==> src/rtl/fft_bin_scheduler.sv <==
`default_nettype none
// +--------------------------------------------------------------------------+
// | Module   : fft_bin_scheduler                                             |
// | Purpose  : Frames the FFT output stream, forms per-bin scaled magnitude  |
// |            levels on one shared multiplier, publishes them atomically.   |
// | Options  : PEAK_HOLD_EN enables per-bin peak-hold with geometric decay.  |
// | Revision : 1.0 - initial release                                         |
// +--------------------------------------------------------------------------+
module fft_bin_scheduler #(
    parameter int WIDTH       = 12,
    parameter int BINS        = 8,
    parameter int BIN_DIV     = 7,
    parameter int DECAY_SHIFT = 3,
    parameter int LEVEL_W     = 8
) (
    input  logic                      clk,
    input  logic                      reset_n,
    input  logic                      fft_ce,
    input  logic                      fft_sync,
    input  logic signed [WIDTH-1:0]   fft_real,
    input  logic signed [WIDTH-1:0]   fft_imag,
    input  logic                      frame_ack,
    output logic [BINS*LEVEL_W-1:0]   levels,
    output logic                      frame_valid,
    output logic [7:0]                overrun_cnt,
    output logic                      busy
);

    localparam int c_IDX_W = (BINS > 1) ? $clog2(BINS) : 1;
    localparam int c_ACC_W = 2 * WIDTH + 1;
    localparam logic [LEVEL_W-1:0] c_LEVEL_MAX = '1;
    localparam logic [c_IDX_W-1:0] c_LAST_BIN  = c_IDX_W'(BINS - 1);

    localparam logic [2:0] c_ST_IDLE     = 3'd0;
    localparam logic [2:0] c_ST_CAPTURE  = 3'd1;
    localparam logic [2:0] c_ST_COMPUTE  = 3'd2;
    localparam logic [2:0] c_ST_PUBLISH  = 3'd3;
    localparam logic [2:0] c_ST_WAIT_ACK = 3'd4;

    localparam logic [1:0] c_PH_A = 2'd0;
    localparam logic [1:0] c_PH_B = 2'd1;
    localparam logic [1:0] c_PH_C = 2'd2;

    logic [2:0]                r_state;
    logic [2:0]                w_next_state;
    logic signed [WIDTH-1:0]   r_cap_re [BINS];
    logic signed [WIDTH-1:0]   r_cap_im [BINS];
    logic [c_IDX_W-1:0]        r_idx;
    logic [c_IDX_W-1:0]        r_bin;
    logic [1:0]                r_phase;
    logic [c_ACC_W-1:0]        r_acc;
    logic [LEVEL_W-1:0]        r_hold [BINS];
    logic [BINS*LEVEL_W-1:0]   r_levels;
    logic [BINS*LEVEL_W-1:0]   w_hold_flat;
    logic [7:0]                r_overrun_cnt;

    logic                      w_frame_start;
    logic                      w_cap_en;
    logic [c_IDX_W-1:0]        w_cap_idx;
    logic signed [WIDTH-1:0]   w_mul_op;
    logic signed [2*WIDTH-1:0] w_mul_ext;
    logic signed [2*WIDTH-1:0] w_prod;
    logic [c_ACC_W-1:0]        w_scaled;
    logic [LEVEL_W-1:0]        w_sat;
    logic [LEVEL_W-1:0]        w_hold_next;

    assign w_frame_start = fft_ce && fft_sync;

    // ---------------- state register ----------------
    always_ff @(posedge clk) begin
        if (!reset_n) begin
            r_state <= c_ST_IDLE;
        end else begin
            r_state <= w_next_state;
        end
    end

    // ---------------- next-state logic ----------------
    always_comb begin
        w_next_state = r_state;
        case (r_state)
            c_ST_IDLE:     if (w_frame_start) w_next_state = c_ST_CAPTURE;
            c_ST_CAPTURE:  if (fft_ce && !fft_sync && (r_idx == c_LAST_BIN)) w_next_state = c_ST_COMPUTE;
            c_ST_COMPUTE:  if ((r_phase == c_PH_C) && (r_bin == c_LAST_BIN)) w_next_state = c_ST_PUBLISH;
            c_ST_PUBLISH:  w_next_state = c_ST_WAIT_ACK;
            c_ST_WAIT_ACK: if (frame_ack) w_next_state = c_ST_IDLE;
            default:       w_next_state = c_ST_IDLE;
        endcase
    end

    // ---------------- output logic ----------------
    always_comb begin
        busy        = (r_state != c_ST_IDLE);
        frame_valid = (r_state == c_ST_WAIT_ACK);
    end

    // A sync outside IDLE either restarts a short frame or drops a whole one.
    assign w_cap_en  = fft_ce && (((r_state == c_ST_IDLE) && fft_sync) || (r_state == c_ST_CAPTURE));
    assign w_cap_idx = fft_sync ? '0 : r_idx;

    always_ff @(posedge clk) begin
        if (w_cap_en) begin
            r_cap_re[w_cap_idx] <= fft_real;
            r_cap_im[w_cap_idx] <= fft_imag;
        end
    end

    assign w_mul_op  = (r_phase == c_PH_A) ? r_cap_re[r_bin] : r_cap_im[r_bin];
    assign w_mul_ext = {{WIDTH{w_mul_op[WIDTH-1]}}, w_mul_op};
    assign w_prod    = w_mul_ext * w_mul_ext;
    assign w_scaled  = r_acc >> BIN_DIV;
    assign w_sat     = (w_scaled > c_ACC_W'(c_LEVEL_MAX)) ? c_LEVEL_MAX : w_scaled[LEVEL_W-1:0];

`ifdef PEAK_HOLD_EN
    logic [LEVEL_W-1:0] w_decayed;
    assign w_decayed   = r_hold[r_bin] - (r_hold[r_bin] >> DECAY_SHIFT);
    assign w_hold_next = (w_sat > w_decayed) ? w_sat : w_decayed;
`else
    logic w_unused_decay;
    assign w_unused_decay = |DECAY_SHIFT;
    assign w_hold_next    = w_sat;
`endif

    for (genvar k = 0; k < BINS; k++) begin : g_pack
        assign w_hold_flat[k*LEVEL_W +: LEVEL_W] = r_hold[k];
    end

    // ---------------- datapath ----------------
    always_ff @(posedge clk) begin
        if (!reset_n) begin
            r_idx         <= '0;
            r_bin         <= '0;
            r_phase       <= c_PH_A;
            r_acc         <= '0;
            r_levels      <= '0;
            r_overrun_cnt <= '0;
            for (int k = 0; k < BINS; k++) r_hold[k] <= '0;
        end else begin
            if (w_frame_start && (r_state != c_ST_IDLE) && (r_overrun_cnt != 8'hFF))
                r_overrun_cnt <= r_overrun_cnt + 8'd1;

            case (r_state)
                c_ST_IDLE: begin
                    r_bin   <= '0;
                    r_phase <= c_PH_A;
                    if (w_frame_start) r_idx <= c_IDX_W'(1);
                end
                c_ST_CAPTURE: begin
                    if (w_frame_start)
                        r_idx <= c_IDX_W'(1);
                    else if (fft_ce)
                        r_idx <= (r_idx == c_LAST_BIN) ? '0 : r_idx + c_IDX_W'(1);
                end
                c_ST_COMPUTE: begin
                    case (r_phase)
                        c_PH_A: begin
                            r_acc   <= {1'b0, w_prod};
                            r_phase <= c_PH_B;
                        end
                        c_PH_B: begin
                            r_acc   <= r_acc + {1'b0, w_prod};
                            r_phase <= c_PH_C;
                        end
                        default: begin
                            r_hold[r_bin] <= w_hold_next;
                            r_phase       <= c_PH_A;
                            r_bin         <= (r_bin == c_LAST_BIN) ? '0 : r_bin + c_IDX_W'(1);
                        end
                    endcase
                end
                c_ST_PUBLISH: r_levels <= w_hold_flat;
                default: ;
            endcase
        end
    end

    assign levels      = r_levels;
    assign overrun_cnt = r_overrun_cnt;

endmodule
`default_nettype wire

==> config.mk <==
export PLATFORM = sky130hd
export DESIGN_NAME = fft_bin_scheduler
export DESIGN_NICKNAME = d
export VERILOG_FILES = /design/src/rtl/fft_bin_scheduler.sv
export SDC_FILE = /design/constraint.sdc
export NUM_CORES = 1
export LEC_CHECK = 0
export ABC_AREA = 1
export CORE_ASPECT_RATIO = 0.6
export CORE_MARGIN = 2
export CORE_UTILIZATION = 61
export CTS_BUF_LIST = sky130_fd_sc_hd__clkbuf_16
export DETAILED_ROUTE_END_ITERATION = 10
export PLACE_DENSITY = 0.81
export SETUP_SLACK_MARGIN = 0.5
export SYNTH_ARGS = -nofsm -noshare
export SYNTH_HDL_FRONTEND = slang
export SYNTH_SLANG_ARGS = --single-unit
export TNS_END_PERCENT = 5
==> constraint.sdc <==
create_clock -name clk -period 7.4 [get_ports clk]
set_input_delay 1.48 -clock clk [delete_from_list [all_inputs] [get_ports clk]]
set_output_delay 1.48 -clock clk [all_outputs]
set_load 0.05 [all_outputs]
Yosys cells after proc, flatten, opt, wreduce, memory -nomap -nowiden

Memories as Yosys holds them, arrays and structs flattened. A register that Yosys moved wholly into a read port is not among the register bits.
Index checks and enable logic that the tools add are counted.

Input port bits: 29
Register bits after elaboration: 44
Latch bits: 0
Memory bits (writable): 256
Word-level logic and storage cells: 92
Memories kept: 3
ROM bits: 0
Output and inout bits: 74

Memories:

| memory   | words | width | rd ports | clocked after Yosys merged registers in | write ports | line | text |
|---|---|---|---|---|---|---|---|
| r_cap_im | 8     | 12    | 1        | 1                                       | 1           | 47   | `logic signed [WIDTH-1:0] r_cap_im [BINS];` |
| r_cap_re | 8     | 12    | 1        | 1                                       | 1           | 46   | `logic signed [WIDTH-1:0] r_cap_re [BINS];` |
| r_hold   | 8     | 8     | 8        | 8                                       | 8           | 52   | `logic [LEVEL_W-1:0] r_hold [BINS];` |

Reductions and logical operators: 30
Div/mod/pow operators: 0
Multiplexer cells: 32
Add/sub/neg operators: 4
Multiply operators: 1
Equal/unequal tests: 15
Shifts and indexed selects: 0
Bitwise operators: 0
Magnitude comparators: 1

Operators with widths:

| operator              | count |
|---|---|
| $pmux W25 S2          | 1 |
| $mux W3               | 15 |
| $add A25 B24 Y25      | 1 |
| $mul A12 B12 Y24      | 1 |
| $gt A18 B8 Y1 const B | 1 |
| $mux W8               | 2 |
| $pmux W3 S5           | 1 |
| $mux W12              | 1 |
| $pmux W3 S2           | 2 |
| $ne A2 B2 Y1 const B  | 5 |
| $eq A3 B3 Y1 const B  | 3 |
| $logic_not A1 Y1      | 9 |
| $add A8 B1 Y8 const B | 1 |
| $logic_and A1 B1 Y1   | 8 |
| $mux W1               | 8 |
| $ne A8 B8 Y1 const B  | 1 |
| $pmux W2 S2           | 2 |
| $reduce_or A8 Y1      | 1 |
| $add A3 B1 Y3 const B | 2 |
| $eq A3 B2 Y1 const B  | 2 |
| $reduce_bool A2 Y1    | 3 |
| $reduce_and A2 Y1     | 2 |
| $reduce_and A4 Y1     | 1 |
| $eq A3 B1 Y1 const B  | 1 |
| 9 further kinds       | 9 |

Longest topological paths before layout

Gate-level depths: netlist (run 1).

Word-level depth: 8
Depth in mapped cells: 44
Depth with buffers taken out: 42

Worst setup path after synthesis (run 1)

Ideal clock, no wire load.

Path kind: reg2reg
Start: register (tool-made name)
End: register r_acc[23]
Setup time: 0.117 ns
Data required time: 7.283 ns
Path slack: 0.750 ns
Clock period less this slack: 6.650 ns
Stages on the path, launching flop included: 40
Arrival time: 6.533 ns
Buffers on the path: 4
Cell sequence: dfxtp_1 > buf_6 > inv_6 > buf_8 > buf_6 > nor2_1 > o221ai_1 > nand3_1 > nand2_2 > buf_4 > nand2_1 > fa_1 > inv_1 > fa_1 > inv_1 > fa_1 > inv_1 > fa_1 > (+4 left out) > nand4_1 > nor2_1 > nand4_1 > nand3_1 > nand2_1 > and2_1 > ha_1 > nand2_1 > nor2_1 > nand2_1 > nor2_1 > nand2_1 > nand3_1 > nand2_1 > nand3_1 > nand2_1 > nor2_1 > nor2_1

RTL lines:

| element              | line | text |
|---|---|---|
| end signal, assigned | 157  | `r_acc <= {1'b0, w_prod};` |
| end signal, assigned | 161  | `r_acc <= r_acc + {1'b0, w_prod};` |
| end, declared        | 51   | `logic [c_ACC_W-1:0] r_acc;` |

==> run metrics, run 1 <==
worst min-delay path category=reg2reg; Via density=5.73; R2R Path End=r_acc[24]; initial drt markers=2177; Slew HR=21.4%; crit-path max cell delay=0.55 ns; number of H-tree levels=2; Worst EP required=slightly below 8 ns; Core Rows=53; number of fill cells in the layout=2422; share of the synthesized area in the top cell type=35.8%; routed len/inst=19.5 µm; CP Max Fanout=18; # port buffers=just over 100; Vias=17384; WS Path Type=reg2reg; die area=0.0367 mm²; Crit-path slowest cell=fa_1; max frequency=138 MHz; Final #Nets=around 2800; final setup violation count=0; clock latency on the worst-skew pair=0.56 ns; CTS Root Cell=clkbuf_16; DP HPWL=41.1 mm; io pins=between 100 and 150; final global-route overflow total=0; Pre-Repair DR Iteration Count=6; Initial Util=61.6%; synth warn=0; CP Capture Type=register; CTS tree=done; DRT antenna net count=0; DRC viols=0; Seq/Total Area, Yosys=between 40% and 50%; Max Root-Sink Buffers=3; Syn Area/Cell=9.06 µm²; Worst Hold Slack=0.475 ns; R2R Setup Slk=0.18 ns; final count of hold timing violations=0; GP Congestion=1.01; Slew Limit Fails=0; post-synthesis register bit count=367; Mapped Cells=2368; cell repeated most along the worst path=nand2_1; Netlist cell types=between 40 and 50; post-synth net total=2607; post-synth top area cell=edfxtp_1; initial antenna violation count=2; final worst path period share=between 90% and 100%; Die W=around 250 µm; CP endpoint=r_acc[24]; Max-Cap Viols=0; Reg2Reg Depth=36; area of the core=0.0348 mm²; unrepaired setup endpoints after global routing=true; via count of the first global-routing pass=between 15000 and 20000; maximum number of pins on one net before global-route repair=between 60 and 70; data arrival time at the worst-slack endpoint=7.69 ns; CTS sink cnt=367; Startpoint Class=register; Cell Area, Synth=0.0215 mm²; status=completed; CTS Buf Count=34; DIE HEIGHT=~150 µm; layout cells sized above 1=about an eighth; worst slew pin tran=1.17 ns; first-pass GRT wire length=slightly above 90 mm; Reg clk slew, reported paths=0.07 ns; gr usage total=about 32%; worst clock skew=0.0310 ns; crit path time final=just over 7 ns; top post-synthesis cells by area=edfxtp_1 36%, fa_1 11%, dfxtp_1 10%; Post-Route WL=between 50 and 60 mm; P&R area growth vs syn=18.5%
## cell families after synthesis
group                      share of synthesized area [%]
adders and majority gates                           16.6
and+or+nand+nor                                     17.4
DFF                                                 46.2
muxes                                             0.0467
AOI/OAI and AO/OA                                   9.32
buffers and inverters                               9.70
xor gates and xnor gates                           0.776
## metal layers
metal	up-vias	global-route usage, %	part of all wire (%)
met4	0	7.70	1.9
met5	-	0	0
met1	8363	47.7	43
li1	7956	-	-
met3	99	8.45	12
met2	966	47.1	44
## layout by cell type (no fill, tap or decap), types with 7 or more instances in the layout
cell / instances
a21oi_1: 56
buf_6: 8
nand3_1: 79
nand4_1: 16
clkdlybuf4s50_1: 101
nor2_2: 28
ha_1: 59
nand3_2: 7
nor2_4: 14
buf_4: 93
inv_2: 14
edfxtp_1: 256
o21ai_1: 19
inv_1: 411
o22ai_1: 10
nor2_1: 332
clkinv_1: 10
buf_12: 11
fa_1: 119
nand2_2: 36
o211ai_1: 23
o21bai_1: 7
nand2_1: 357
dfxtp_1: 109
xor2_1: 14
ha_4: 24
o21ai_0: 183
clkbuf_16: 36
a21oi_2: 17
o221ai_1: 27
nor3_2: 7
nand3b_1: 10
## through the flow
| step | setup slack [ns] | utilization (%) | setup TNS, ns | cell area (µm²) | instances |
|---|---|---|---|---|---|
| global route | -0.126 | 73.0 | -0.454 | 25400 | 3032 |
| detailed placement | -0.0510 | 66.9 | -0.103 | 23300 | 2934 |
| global placement | 0.0721 | 66.9 | 0 | 23300 | 2934 |
| finish | 0.180 | 73.0 | 0 | 25400 | 3032 |
| floorplan | 0.750 | - | 0 | 21500 | 2368 |
| CTS | 0.376 | 71.5 | 0 | 24900 | 3014 |
## critical path: cells and delay by family (launching register included)
kind	cells	cell delay, ns
AO/OA/AOI/OAI	4	0.73
adder cells (fa/ha/maj)	7	3.23
buffers and inverters	8	0.97
flip-flops	1	0.46
AND/OR/NAND/NOR	17	1.75
## sequential cells by signal (all words and copies together), names as in the netlist, named ones only
name / flops
r_bin: 3
levels: 64
r_state: 3
r_cap_im: 96
overrun_cnt: 8
r_acc: 25
r_hold: 64
r_cap_re: 96
r_phase: 2
r_idx: 3
## worst min-delay path by stage
stage	startpoint	end	slack [ns]	cells past startpoint
after floorplan	r_hold[0][0]	levels[0]	0.45	2
after global placement	r_hold[0][6]	levels[6]	0.45	2
after detailed placement	r_acc[3]	r_acc[3]	0.46	2
after CTS	r_hold[7][4]	levels[60]	0.47	2
after global routing	r_hold[5][0]	levels[40]	0.49	2
final	r_acc[3]	r_acc[3]	0.48	2
## area by class of cell
| type | instances | area, µm² | share of cell area, % |
|---|---|---|---|
| antenna | 2 | 5.00 | 0.0197 |
| clock buffer | 34 | 851 | 3.35 |
| clock inverter | 27 | 170 | 0.669 |
| inverter | 420 | 1580 | 6.23 |
| multi-input combinational | 1497 | 10200 | 40.1 |
| sequential | 367 | 9920 | 39.0 |
| tap | 467 | 584 | 2.30 |
| timing repair buffer | 218 | 2120 | 8.35 |
## what timing repair did
item | CTS | global route
pin swaps | 27 | 38
cloned | 1 | 2
setup buffers | 18 | 14
endpoints found under the setup margin | 15 | 17
hold buffers | 0 | 0
hold endpoints to repair | 0 | 0
resized for setup | 86 | 102
## cells in the mapped netlist (all sizes together)
cell type,n
inv,419
nand2,397
nor2,374
edfxtp,256
o21ai,202
fa,123
dfxtp,111
ha,87
nand3,86
a21oi,75
buf,44
clkbuf,40
o221ai,27
o211ai,23
xor2,17
nand4,16
nor3,12
o22ai,11
nand3b,10
and2,9
o21bai,8
a31oi,5
nor4,4
o21a,3
or2,3
a211oi,2
xnor2,2
clkinv,1
mux2i,1
Power of run 1 is not shown: default switching activity piles up to over one toggle a cycle in this logic, so the estimate is an artifact.
==> inputs of run 2 (changes only) <==
--- a/config.mk
+++ b/config.mk
@@ -10,7 +10,9 @@
 export CORE_MARGIN = 2
 export CORE_UTILIZATION = 61
 export CTS_BUF_LIST = sky130_fd_sc_hd__clkbuf_16
+export CTS_CLUSTER_DIAMETER = 120
 export DETAILED_ROUTE_END_ITERATION = 10
+export MAX_ROUTING_LAYER = met4
 export PLACE_DENSITY = 0.81
 export SETUP_SLACK_MARGIN = 0.5
 export SYNTH_ARGS = -nofsm -noshare
==> constraint.sdc (replaced) <==
create_clock -name clk -period 7.4 [get_ports clk]
set_input_delay 1.48 -clock clk [delete_from_list [all_inputs] [get_ports clk]]
set_output_delay 1.48 -clock clk [all_outputs]
set_load 0.1 [all_outputs]
==> run metrics, run 2 (synthesis results as in run 1) <==
layout cells sized above 1=a little under a fifth; setup slack after layout=0.266 ns; Worst EP required=7.84 ns; max frequency=140 MHz; most frequent cells in the layout=396 x inv_1, 321 x nor2_1, 314 x nand2_1; CTS tree=done; worst clock skew=0.0301 ns; clock latency on the worst-skew pair=0.55 ns; Slew Limit Fails=0; Max-Cap Viols=0; crit-path max cell delay=~0.62 ns; data arrival time at the worst-slack endpoint=about 7.6 ns; io pins=103; final global-route overflow total=0; most common cell after layout, fill and taps aside=inv_1; initial drt markers=2311; die area=between 0.03 and 0.04 mm²; worst slew pin tran=~1.2 ns; Vias=18074; DIE HEIGHT=149 µm; DRT antenna net count=0; DRC viols=0; CTS sink cnt=367; number of H-tree levels=2; Via density=5.89; crit path time final=7.13 ns; Pre-Repair DR Iteration Count=6; CTS Buf Count=34; CTS Root Cell=clkbuf_16; final setup violation count=0; CP Max Fanout=20; initial antenna violation count=1; number of fill cells in the layout=2214; R2R Setup Slk=~0.27 ns; DP HPWL=~40 mm; Crit-path slowest cell=fa_2; pre-CTS setup slack=-0.252 ns; final worst path period share=a little over nine tenths; P&R area growth vs syn=23.5%; hold buffers post-CTS=0; Reg clk slew, reported paths=0.07 ns; Core Rows=53; Final #Nets=2816; gr usage total=between 30% and 40%; maximum number of pins on one net before global-route repair=66; via count of the first global-routing pass=~17000; Initial Util=61.6%; WS Path Type=reg2reg; Die W=246 µm; biggest registers after layout=r_cap_im (96), r_cap_re (96); status=completed; Slew HR=about 19%; routed len/inst=20.3 µm; Fin Setup TNS=0 ns; area of the core=0.0348 mm²; Max Root-Sink Buffers=3; Post-Route WL=approximately 62 mm; unrepaired setup endpoints after global routing=true; # port buffers=just over 100; first-pass GRT wire length=93.0 mm; final count of hold timing violations=0; Worst Hold Slack=0.474 ns; Startpoint Class=register; worst min-delay path category=reg2reg; CP Capture Type=register; GP Congestion=1.08
run 2: critical path, delay by kind of cell (launching register included):
family	cells	cell delay [ns]
and+or+nand+nor	14	1.72
DFF	1	0.42
AOI/OAI and AO/OA	5	0.74
adders and majority gates	7	3.21
buffers and inverters	9	0.94
run 2: per-stage QoR:
stage | cell area, µm² | util (%) | cells
4_1_cts | 25500 | 73.3 | 3029
6_report | 26500 | 76.1 | 3067
2_1_floorplan | 21500 | - | 2368
3_5_place_dp | 23200 | 66.8 | 2924
5_1_grt | 26500 | 76.1 | 3067
3_3_place_gp | 23200 | 66.8 | 2924
run 2: worst paths after layout:
kind / from / to / cells past startpoint
max: register / r_acc[21] / 35
min: r_hold[1][5] / levels[13] / 2
max reg2reg: register / r_acc[21] / 35
min reg2reg: r_hold[1][5] / levels[13] / 2
run 2: area by class of cell:
class	count	area [µm²]	area share (%)
multi-input cells	1497	10700	40.5
repair buffers	257	2620	9.88
well taps	467	584	2.21
clock inverters	24	185	0.699
flip-flops and latches	367	9910	37.4
diodes	1	2.50	0.00945
inverters	420	1600	6.03
clock buffers	34	851	3.21
run 2: layer usage:
layer / GRT usage, % / routed length, µm / vias up
met5: - / 0 / -
met4: 9.45 / 2100 / 0
met3: 8.47 / 7940 / 196
met2: 49.9 / 27700 / 1178
met1: 46.2 / 24400 / 8661
li1: - / - / 8039
run 2: timing repair:
item,in CTS,in global routing
buffers inserted,41,35
setup endpoints to repair,15,16
pin swaps,82,142
resized for setup,172,175
gates cloned,6,2
Power of run 2 is left out for the same reason.
==> RTL edit (config.mk and constraints of run 2) <==
Register the output `levels` once more; this adds one clock of latency there. The other outputs are not delayed to match.
--- a/src/rtl/fft_bin_scheduler.sv
+++ b/src/rtl/fft_bin_scheduler.sv
@@ -175,5 +175,7 @@
     end
 
-    assign levels      = r_levels;
+    always_ff @(posedge clk) begin
+        levels <= r_levels;
+    end
     assign overrun_cnt = r_overrun_cnt;
 
Check against the original RTL: same outputs for any inputs over 4 cycles, from zero or initial values and one cycle with reset_n low; that may be too few to reach the edited logic, so the function may still have changed.
==> RTL edit against run 2 <==
  * The flow now finishes with violations (negative setup slack)
  * Routed wire length shrank 1.0%
  * First-iteration DRC count grew 8.6%
  * Sequential cell count grew 64
  * Critical path type unchanged
  * Global-route usage shrank 1.4 points
  * Count of clock-buffer cells in the layout grew 7
  * Design area grew 4.7%
  * Synthesized area grew 5.4%
  * Clock skew shrank 0.010 ns
  * Synthesized cell count grew 1.1%
  * Setup slack lost 0.33 ns
Power is left out: the tool's default activity adds up to more than one toggle a clock period on the data nets, which glitch-free logic cannot reach.
==> RTL edit: results (changes against run 2) <==
Status
Status: finished with violations (was completed). The checks that failed: negative setup slack.

Critical path
The maximum net fanout on the critical path was 18 (was 20). The critical path arrival is 7.96 ns (was 7.57 ns). The worst reg2reg path depth is 38 (was 35).

The worst stage delay on the critical path is 0.55 ns (was 0.62 ns). The critical path's slowest cell is fa_1 (was fa_2).

Timing
The setup violation total in the final timing report came to 1 (was 0). The setup TNS after final layout came to -0.0661 ns (was 0 ns). The slew at the pin with the worst max-slew slack is 1.34 ns (was 1.20 ns). The slack of the critical path is -0.0661 ns (was 0.266 ns). The setup skew after layout is 0.0201 ns (was 0.0301 ns).

Detailed routing
The wire length reported by the detailed router came to 61.5 mm (was 62.1 mm). The count of routing violations after the opening detailed-route iteration is 2510 (was 2311). The ratio of routed vias to standard cells came to 5.70 (was 5.89).

Yosys
The multiplexer share of the synthesized area was 0.000443 (was 0.000467). The average instance area after synthesis was 9.45 um2 (was 9.06 um2). The sequential-to-total area share from yosys stat is 0.495 (was 0.462). The portion of synthesized cell area occupied by the leading cell type came to 0.340 (was 0.358). Most used standard cells in the synthesized netlist: 377 x inv_1, 376 x nand2_1, 375 x nor2_1 (was 413 x inv_1, 387 x nand2_1, 364 x nor2_1). The adder and majority cell fraction of the synthesized area came to 0.157 (was 0.166). The total nets after synthesis is 2632 (was 2607). The number of distinct library cells after synthesis was 47 (was 42). The number of enable-type register cells in the synthesized netlist is 256 (unchanged). Cells taking the most area after synthesis: edfxtp_1 34%, dfxtp_1 15%, fa_1 11% (was edfxtp_1 36%, fa_1 11%, dfxtp_1 10%). The share of the synthesized area in compound gates (AO/OA/AOI/OAI) came to 0.0869 (was 0.0932).

Layout
The fill cell instance count of the final layout is 2260 (was 2214). The antenna diode count is 0 (was 1). The final-stage net count was 2923 (was 2816). The ratio of cells with drive above 1 in the final layout was 0.172 (was 0.183). The final standard cell count with taps included and fillers excluded is 3191 (was 3067).

Place
The placed wire-length estimate after detailed placement is 41.7 mm (was 40.5 mm). The number of placed instances with taps included is 3081 (was 2924). The final estimated routing congestion in global placement is 1.05 (was 1.08).

The worst slack at placement is -0.224 ns (was -0.252 ns).

Global routing
The wire length of the first global-routing pass is 94.7 mm (was 93.0 mm). The overall routing resource usage was 0.322 (was 0.336). The number of antenna violations at the first check in global routing is 0 (was 1). The pin count of the biggest net entering global routing is 99 (was 66).

Worst hold path
The count of cells along the worst hold path came to 0 (was 2).

Clocking
The root buffer cell is clkbuf_16 (unchanged). The clock buffer count from CTS came to 39 (was 34).
## RTL edit: stage by stage
step / instance area [um2] / hold slack (ns)
2_1_floorplan: 22600 / 0.326
3_3_place_gp: 25300 / 0.333
3_5_place_dp: 25300 / 0.331
4_1_cts: 27000 / 0.345
5_1_grt: 27700 / 0.351
6_report: 27700 / 0.347
## RTL edit: cell families after synthesis
family	Yosys count
and+or+nand+nor	908
buffers and inverters	470
DFF	431
AOI/OAI and AO/OA	347
adders and majority gates	210
xor gates and xnor gates	26
muxes	1
## RTL edit: area by class of cell
type,count,area share
clock inverters,31,0.00915
repair inverters,1,0.000316
clock buffers,41,0.0370
inverters,389,0.0533
well taps,476,0.0215
repair buffers,330,0.108
flip-flops and latches,431,0.403
multi-input cells,1492,0.367
## RTL edit: layer usage
metal | part of all wire | vias to the layer above | track usage
met4 | 0.021 | 0 | 0.0699
li1 | - | 8318 | -
met1 | 0.42 | 8614 | 0.463
met3 | 0.13 | 127 | 0.0894
met2 | 0.43 | 1125 | 0.459
met5 | 0 | - | -
## RTL edit: worst max-delay path, delay by kind of cell, from the launching register on
family / cells / cell delay [ns]
flip-flops: 1 / 0.47
AND/OR/NAND/NOR: 14 / 1.84
buffers and inverters: 13 / 1.51
AO/OA/AOI/OAI: 4 / 0.57
adder cells (fa/ha/maj): 7 / 3.01
## RTL edit: path summary, 6_finish.rpt
check                                   to    startpoint
worst max-delay path             r_acc[19]     flip-flop
worst max register to register   r_acc[19]     flip-flop
worst min-delay path            levels[42]  r_levels[42]
worst min register to register  levels[42]  r_levels[42]
## RTL edit: repair_timing
item	in CTS	in global routing
gates resized for setup	55	130
hold buffers	0	0
cloned	2	2
setup buffers	13	21
setup endpoints to repair	15	16
pin swaps	27	67
